### src/rtl/src_ctrl_pkg.sv
// Shared control definitions for the Mini-SRC sequencer: FSM states,
// ALU opcode encodings and IR field positions.
package src_ctrl_pkg;

   typedef enum logic [3:0] {
      ST_IDLE = 4'd0,
      ST_T0   = 4'd1,
      ST_T1   = 4'd2,
      ST_T2   = 4'd3,
      ST_DEC  = 4'd4,
      ST_T3   = 4'd5,
      ST_T4   = 4'd6,
      ST_T5   = 4'd7,
      ST_ILL  = 4'd8
   } state_t;

   // Values must track the ALU's own opcode decode.
   localparam logic [4:0] OP_ADD  = 5'd3;
   localparam logic [4:0] OP_SUB  = 5'd4;
   localparam logic [4:0] OP_SHR  = 5'd5;
   localparam logic [4:0] OP_SHRA = 5'd6;
   localparam logic [4:0] OP_SHL  = 5'd7;
   localparam logic [4:0] OP_ROR  = 5'd8;
   localparam logic [4:0] OP_ROL  = 5'd9;
   localparam logic [4:0] OP_AND  = 5'd10;
   localparam logic [4:0] OP_OR   = 5'd11;

   localparam int OPC_MSB = 31;
   localparam int OPC_LSB = 27;
   localparam int RA_MSB  = 26;
   localparam int RA_LSB  = 23;
   localparam int RB_MSB  = 22;
   localparam int RB_LSB  = 19;
   localparam int RC_MSB  = 18;
   localparam int RC_LSB  = 15;

   typedef struct packed {
      logic [4:0] opcode;
      logic [3:0] ra;
      logic [3:0] rb;
      logic [3:0] rc;
   } ir_fields_t;

   function automatic logic is_r_format(input logic [4:0] op);
      logic ok;
      case (op)
         OP_ADD, OP_SUB, OP_SHR, OP_SHRA, OP_SHL,
         OP_ROR, OP_ROL, OP_AND, OP_OR: ok = 1'b1;
         default:                       ok = 1'b0;
      endcase
      return ok;
   endfunction

endpackage

### src/rtl/ir_field_decode.sv
// Combinational split of an R-format instruction word into opcode and
// register fields, with a flag saying whether the opcode is supported.
module ir_field_decode
   import src_ctrl_pkg::*;
(
   input  logic [31:0] i_ir,
   output ir_fields_t  o_fields,
   output logic        o_r_format_valid
);

   // The low bits carry no meaning for R-format instructions.
   logic w_unused_low;
   assign w_unused_low = ^i_ir[RC_LSB-1:0];

   assign o_fields.opcode   = i_ir[OPC_MSB:OPC_LSB];
   assign o_fields.ra       = i_ir[RA_MSB:RA_LSB];
   assign o_fields.rb       = i_ir[RB_MSB:RB_LSB];
   assign o_fields.rc       = i_ir[RC_MSB:RC_LSB];
   assign o_r_format_valid  = is_r_format(i_ir[OPC_MSB:OPC_LSB]);

endmodule

### src/rtl/alu_sequencer.sv
// Fetch/execute control FSM for R-format instructions on the Mini-SRC
// datapath; owns the ALU opcode, the register strobes and the retire count.
module alu_sequencer
   import src_ctrl_pkg::*;
#(
   parameter int INSTR_W = 32,
   parameter int CNT_W   = 16
)(
   input  logic               clock,
   input  logic               clear,
   input  logic               run,
   input  logic               mem_ready,
   input  logic [INSTR_W-1:0] ir,
   output logic               pc_out,
   output logic               mar_in,
   output logic               inc_pc,
   output logic               z_in,
   output logic               zlo_out,
   output logic               pc_in,
   output logic               mem_read,
   output logic               mdr_in,
   output logic               mdr_out,
   output logic               ir_in,
   output logic               y_in,
   output logic               rf_out,
   output logic               rf_in,
   output logic [3:0]         rf_sel,
   output logic [4:0]         alu_op,
   output logic               busy,
   output logic               illegal,
   output logic [CNT_W-1:0]   retired
);

   state_t           r_state;
   state_t           w_next_state;
   logic             r_pc_done;
   ir_fields_t       r_fields;
   ir_fields_t       w_fields;
   logic             w_valid;
   logic [CNT_W-1:0] r_retired;

   ir_field_decode u_decode (
      .i_ir             (ir[31:0]),
      .o_fields         (w_fields),
      .o_r_format_valid (w_valid)
   );

   always_ff @(posedge clock) begin
      if (clear) begin
         r_state <= ST_IDLE;
      end else begin
         r_state <= w_next_state;
      end
   end

   always_comb begin
      w_next_state = r_state;
      case (r_state)
         ST_IDLE: w_next_state = run ? ST_T0 : ST_IDLE;
         ST_T0:   w_next_state = ST_T1;
         ST_T1:   w_next_state = mem_ready ? ST_T2 : ST_T1;
         ST_T2:   w_next_state = ST_DEC;
         ST_DEC:  w_next_state = w_valid ? ST_T3 : ST_ILL;
         ST_T3:   w_next_state = ST_T4;
         ST_T4:   w_next_state = ST_T5;
         ST_T5:   w_next_state = run ? ST_T0 : ST_IDLE;
         ST_ILL:  w_next_state = run ? ST_T0 : ST_IDLE;
         default: w_next_state = ST_IDLE;
      endcase
   end

   always_comb begin
      pc_out   = 1'b0;
      mar_in   = 1'b0;
      inc_pc   = 1'b0;
      z_in     = 1'b0;
      zlo_out  = 1'b0;
      pc_in    = 1'b0;
      mem_read = 1'b0;
      mdr_in   = 1'b0;
      mdr_out  = 1'b0;
      ir_in    = 1'b0;
      y_in     = 1'b0;
      rf_out   = 1'b0;
      rf_in    = 1'b0;
      rf_sel   = 4'd0;
      alu_op   = 5'd0;
      illegal  = 1'b0;
      case (r_state)
         ST_T0: begin
            pc_out = 1'b1;
            mar_in = 1'b1;
            inc_pc = 1'b1;
            z_in   = 1'b1;
         end
         ST_T1: begin
            zlo_out  = 1'b1;
            pc_in    = ~r_pc_done;
            mem_read = 1'b1;
            mdr_in   = 1'b1;
         end
         ST_T2: begin
            mdr_out = 1'b1;
            ir_in   = 1'b1;
         end
         ST_T3: begin
            rf_out = 1'b1;
            rf_sel = r_fields.rb;
            y_in   = 1'b1;
         end
         ST_T4: begin
            rf_out = 1'b1;
            rf_sel = r_fields.rc;
            alu_op = r_fields.opcode;
            z_in   = 1'b1;
         end
         ST_T5: begin
            zlo_out = 1'b1;
            rf_in   = 1'b1;
            rf_sel  = r_fields.ra;
         end
         ST_ILL:  illegal = 1'b1;
         default: ;
      endcase
   end

   assign busy    = (r_state != ST_IDLE);
   assign retired = r_retired;

   // Remembers that PC was already loaded in this T1 stall so it advances once.
   always_ff @(posedge clock) begin
      if (clear) begin
         r_pc_done <= 1'b0;
      end else begin
         r_pc_done <= (r_state == ST_T1);
      end
   end

   // Fields are captured once per instruction so later IR changes are ignored.
   always_ff @(posedge clock) begin
      if (clear) begin
         r_fields <= '0;
      end else if (r_state == ST_DEC && w_valid) begin
         r_fields <= w_fields;
      end else begin
         r_fields <= r_fields;
      end
   end

   // Retire count advances on the write-back cycle and wraps naturally.
   always_ff @(posedge clock) begin
      if (clear) begin
         r_retired <= '0;
      end else if (r_state == ST_T5) begin
         r_retired <= r_retired + CNT_W'(1);
      end else begin
         r_retired <= r_retired;
      end
   end

endmodule

### config.mk
export PLATFORM = sky130hd
export DESIGN_NAME = alu_sequencer
export DESIGN_NICKNAME = d
export VERILOG_FILES = /design/src/rtl/src_ctrl_pkg.sv /design/src/rtl/ir_field_decode.sv /design/src/rtl/alu_sequencer.sv
export SDC_FILE = /design/constraint.sdc
export NUM_CORES = 1
export LEC_CHECK = 0
export ABC_AREA = 1
export CORE_UTILIZATION = 30
export CTS_BUF_LIST = sky130_fd_sc_hd__clkbuf_2 sky130_fd_sc_hd__clkbuf_4 sky130_fd_sc_hd__clkbuf_8
export DETAILED_ROUTE_END_ITERATION = 6
export MAX_ROUTING_LAYER = met4
export SYNTH_ARGS = -nofsm -noshare
export SYNTH_HDL_FRONTEND = slang
export SYNTH_HIERARCHICAL = 1
export SYNTH_SLANG_ARGS = --single-unit
### constraint.sdc
create_clock -name clock -period 1.1 [get_ports clock]
set_input_delay 0.22 -clock clock [delete_from_list [all_inputs] [get_ports clock]]
set_output_delay 0.22 -clock clock [all_outputs]
set_load 0.02 [all_outputs]
==> results of run 1 <==
flip-flops by register name, indices dropped and copies added, names as in the netlist:
signal / count
retired: 16
r_fields: 17
r_pc_done: 1
r_state: 4
critical path, delay by kind of cell (launching register included):
kind | cells | cell delay (ns)
AOI/OAI and AO/OA | 1 | 0.07
and+or+nand+nor | 3 | 0.33
buffers and inverters | 3 | 0.38
DFF | 1 | 0.38
cell usage in the layout, fill, tap and decap left out, drive strengths merged, types with 6 or more instances in the layout:
| cell type | synthesis | routed |
|---|---|---|
| a21oi | 25 | 25 |
| o21ai | 21 | 21 |
| nor2 | 43 | 43 |
| clkdlybuf4s50 | 0 | 18 |
| inv | 39 | 39 |
| clkbuf | 1 | 6 |
| nand3 | 14 | 14 |
| nand2 | 57 | 58 |
| dfxtp | 38 | 38 |
| buf | 28 | 118 |
final timing paths:
| check | startpoint | to | slack [ns] | depth (start not counted) |
|---|---|---|---|---|
| setup reg to reg | r_state[0] | r_fields[10] | -0.51 | 10 |
| setup / recovery | r_state[3] | rf_sel[0] | -0.58 | 7 |
| hold reg to reg | r_state[3] | r_state[1] | 0.50 | 1 |
| hold / removal | ir[30] | r_fields[15] | 0.38 | 3 |
logic make-up (layout without fill, tap and decap cells):
logic type | after synthesis | in the layout | synth area share (%)
flops | 38 | 38 | 38.00
buf+inv | 68 | 185 | 17.69
compound gates | 53 | 53 | 14.50
fa+ha+maj | 1 | 1 | 0.6249
simple gates | 123 | 124 | 29.19
synth_stat cells, drive strengths merged:
master,number,area share [%]
a21oi,25,6.4
a31oi,1,0.31
and2,1,0.31
buf,28,10
clkbuf,1,0.19
dfxtp,38,38
ha,1,0.62
inv,39,7.3
nand2,57,12
nand3,14,3.5
nand4,2,0.62
nor2,43,11
nor3,4,1.0
nor4,2,0.62
o211ai,1,0.38
o21ai,21,5.2
o21bai,1,0.38
o221ai,4,1.7
metal layers:
metal | vias to the layer above | part of all wire, % | GRT usage [%]
met4 | 0 | 0.88 | 5.393
met2 | 63 | 54 | 32.45
met3 | 7 | 4.2 | 3.264
li1 | 1115 | - | -
met5 | - | 0 | -
met1 | 1057 | 41 | 20.48
report_power, final:
part	internal, uW	switching, uW	total (uW)
clock network	504	521	1030
logic	375	344	719
registers	1380	27.6	1410
total	2260	893	3150
metrics by stage:
stage | instances | cell area [sq um] | utilization, %
after detailed placement | 440 | 3139 | 49.16
after floorplan | 283 | 2256 | -
after global placement | 440 | 3139 | 49.16
after CTS | 465 | 3552 | 55.62
final | 478 | 3856 | 60.38
after global routing | 478 | 3856 | 60.38
what timing repair did:
item / in CTS / in global routing
hold buffers: 0 / 0
setup buffers: 12 / 15
pin swaps: 21 / 17
resized for setup: 242 / 73
gates cloned: 5 / 0
endpoints found under the setup margin: 76 / 62
layout make-up:
type / count / area share, %
well taps: 77 / 2.498
clock inverters: 2 / 0.3245
multi-input cells: 178 / 36.44
flip-flops and latches: 38 / 20.51
repair buffers: 138 / 33.78
clock buffers: 6 / 2.141
inverters: 39 / 4.315
==> impl_metrics.py, run 1 <==
metrics = {
    "status": {
        "run_status": "finished, violations left",
        "violations": "setup timing",
    },
    "place": {
        "place_ws_ns": -0.7007,
        "dp_hpwl_um": 3905,
        "place.port_buffers": 60,
        "gp_congestion": 0.8229,
    },
    "final_layout": {
        "multi_input_area_sq_um": 1405,
        "n_fill_cell": 538,
        "num_antenna_cells": 0,
        "seq_area_sq_um": 790.8,
        "area_growth_pct": 92.63,
        "final_net_count": 437,
        "drive_gt1_share_pct": 60.10,
    },
    "critical_path": {
        "path_common_cell": "buf_6",
        "cp_cell_sequence": "inv_4 > nand2_4 > nor3_4 > buf_6 > nand2_2 > o221ai_4 > buf_6",
        "slowest_stage": "dfxtp_4",
        "worstPathRequired_ns": 0.88,
        "end_kind": "primary output",
        "critPathMaxFanout": 5,
        "crit_path_start_kind": "flip-flop",
        "cp_data_arrival_time_ns": 1.46,
        "crit_type": "flip-flop to primary output",
        "slowest_delay_ns": 0.38,
    },
    "synthesis": {
        "ys.warnings.count": 6,
        "synth_cells": 283,
        "syn-num-nets": 320,
        "synth.avg_cell_area_sq_um": 7.074,
        "ys_seq_area_share_pct": 38.00,
        "netlist_area_sq_um": 2002,
        "synth_seq_cells": 38,
        "synthDistinctLibCells": 27,
    },
    "sta": {
        "rsz0062_at_grt": "yes",
        "whs_ns": 0.3776,
        "finalWorstSetupSlack_ns": -0.5778,
        "maxSlewViolCount": 0,
        "finalCritPeriodShare_pct": 152.5,
        "fin_setup_tns_ns": -23.81,
        "skew_ns": 0.003814,
        "setup_viol": 61,
        "fin_crit_ns": 1.678,
        "hold_viol": 0,
        "max_freq_mhz": 596.0,
        "relSlewSlack_pct": 83.06,
        "tightest_slew_ns": 0.2536,
    },
    "detailed_routing": {
        "wl_um": 6454,
        "antenna_left": 0,
        "drc": 0,
        "routedWlPerCell_um": 13.50,
        "drt-pass1-iter-count": 4,
        "first_iter_violations": 52,
        "num_vias": 2242,
        "viasPerCell": 4.690,
    },
    "pwr": {
        "leakage_uw": 0.001570,
        "ir_drop_v": 0.0005409,
        "p_total_uw": 3155,
        "pwr_density_cell_nw_per_um2": 818.1,
    },
    "floorplanning": {
        "die-area_sq_um": 7004,
        "chipWidth_um": 83.69,
        "die_h_um": 83.69,
        "ios": 76,
        "start_util_pct": 31.35,
        "num_rows": 29,
        "coreArea_sq_um": 6386,
    },
    "clock_network": {
        "cts.sinks": 38,
        "root_buffer": "clkbuf_8",
        "cts_buffer_depth": 2,
        "cts_made_buffers": 5,
        "clock_latency_ns": 0.29,
        "cts_tree": "done",
        "h-tree-depth": 2,
        "clk_pin_slew_ns": 0.08,
    },
    "grt": {
        "grt_max_degree": 29,
        "grt_pass1_wl_um": 9949,
        "grt_usage_pct": 18.11,
        "grt_overflow": 0,
        "grt_pass1_vias": 2186,
        "grt_antenna_before_repair": 0,
    },
    "min_path": {
        "worst_hold_path_type": "input port to flip-flop",
    },
    "job": {
        "cap_violations": 0,
    },
}
Note: power is estimated with default switching activity, not from simulation.
==> run 2: changes to the inputs <==
- SKIP_LAST_GASP: default -> 1
==> impl_metrics.py, run 2 (same netlist as run 1, synthesis figures left out) <==
metrics = {
    "sta": {
        "tightest_slew_ns": 0.2738,
        "rsz0062_at_grt": "yes",
        "max_freq_mhz": 596.1,
        "whs_ns": 0.3764,
        "maxSlewViolCount": 0,
        "setup_viol": 61,
        "finalCritPeriodShare_pct": 152.5,
        "skew_ns": 0.003821,
        "relSlewSlack_pct": 81.70,
        "finalWorstSetupSlack_ns": -0.5777,
        "fin_crit_ns": 1.678,
        "hold_viol": 0,
    },
    "critical_path": {
        "end_kind": "primary output",
        "worstPathRequired_ns": 0.88,
        "crit_path_start_kind": "flip-flop",
        "cp_data_arrival_time_ns": 1.46,
        "crit_type": "flip-flop to primary output",
        "critPathMaxFanout": 5,
    },
    "detailed_routing": {
        "num_vias": 2257,
        "wl_um": 6485,
        "drc": 0,
        "viasPerCell": 4.722,
        "drt-pass1-iter-count": 4,
        "routedWlPerCell_um": 13.57,
        "antenna_left": 0,
        "first_iter_violations": 68,
    },
    "clock_network": {
        "cts_made_buffers": 5,
        "ctsHoldBuffers": 0,
        "cts_tree": "done",
        "root_buffer": "clkbuf_8",
        "clk_pin_slew_ns": 0.08,
        "clock_latency_ns": 0.29,
        "h-tree-depth": 2,
        "cts_buffer_depth": 2,
        "cts.sinks": 38,
    },
    "pwr": {
        "ir_drop_v": 0.0005426,
        "leakage_uw": 0.001563,
        "p_total_uw": 3152,
        "pwr_density_cell_nw_per_um2": 820.6,
    },
    "place": {
        "gp_congestion": 0.8229,
        "dp_hpwl_um": 3905,
        "place_ws_ns": -0.7007,
        "place.port_buffers": 60,
    },
    "grt": {
        "grt_pass1_wl_um": 9949,
        "grt_overflow": 0,
        "grt_max_degree": 29,
        "grt_pass1_vias": 2187,
        "grt_antenna_before_repair": 0,
        "grt_usage_pct": 18.11,
    },
    "floorplanning": {
        "die-area_sq_um": 7004,
        "die_h_um": 83.69,
        "num_rows": 29,
        "chipWidth_um": 83.69,
        "start_util_pct": 31.35,
        "ios": 76,
        "coreArea_sq_um": 6386,
    },
    "final_layout": {
        "largest_reg_flops": 17,
        "utilization_pct": 60.15,
        "num_antenna_cells": 0,
        "area_growth_pct": 91.87,
        "final_cell_mix": "61 x buf_4, 33 x nand2_1, 32 x buf_6",
        "mostFrequentLayoutCell": "buf_4",
        "final_net_count": 437,
        "regMostFlops": "r_fields",
        "drive_gt1_share_pct": 59.35,
    },
    "min_path": {
        "worst_hold_path_type": "input port to flip-flop",
    },
    "status": {
        "violations": "setup timing",
        "run_status": "finished, violations left",
    },
    "job": {
        "cap_violations": 0,
    },
}
run 2: worst max-delay path: stages, from the launching register on:
cell and delay (ns):
dfxtp_4 0.38, inv_4 0.07, nand2_4 0.05, nor3_4 0.20, buf_6 0.16, nand2_2 0.08, o221ai_4 0.07, buf_6 0.15
run 2: power by group:
part | switching, uW | leakage, uW | internal [uW] | total, uW
clock network | 521 | 0.0000472 | 504 | 1030
logic | 344 | 0.00120 | 373 | 716
registers | 27.6 | 0.000314 | 1380 | 1410
run 2: final timing paths:
check	from	endpoint	slack [ns]	cells after the start
max reg2reg	r_state[0]	r_fields[10]	-0.51	10
max	r_state[3]	rf_sel[0]	-0.58	7
min reg2reg	r_state[3]	r_state[1]	0.50	1
min	ir[30]	r_fields[15]	0.38	3
run 2: routing by layer:
metal | part of all wire [%] | global-route usage, % | up-vias | wire (um)
met2 | 53 | 32.45 | 63 | 3457
met1 | 42 | 20.48 | 1071 | 2704
met4 | 0.88 | 5.393 | 0 | 57
li1 | - | - | 1116 | -
met5 | 0 | - | - | 0
met3 | 4.1 | 3.264 | 7 | 266
run 2: area by class of cell:
| class | count | area [sq um] |
|---|---|---|
| Clock buffer | 6 | 82.58 |
| Tap cell | 77 | 96.34 |
| Multi-Input combinational cell | 178 | 1398 |
| Fill cell | 542 | 2545 |
| Clock inverter | 2 | 12.51 |
| Inverter | 39 | 166.4 |
| Timing Repair Buffer | 138 | 1295 |
| Sequential cell | 38 | 790.8 |
run 2: stage by stage:
| stage | TNS (ns) | std cells | cell area (sq um) |
|---|---|---|---|
| 3_3_place_gp | -29.97 | 440 | 3139 |
| 3_5_place_dp | -30.93 | 440 | 3139 |
| 6_report | -24.05 | 478 | 3841 |
| 2_1_floorplan | -3.404 | 283 | 2256 |
| 4_1_cts | -22.40 | 465 | 3552 |
| 5_1_grt | -27.75 | 478 | 3841 |
run 2: timing repair:
item                       4_1_cts  5_1_grt
buffers inserted                12       15
cloned                           5        0
gates resized for setup        241       66
setup endpoints to repair       76       62
pin swaps                       20       17
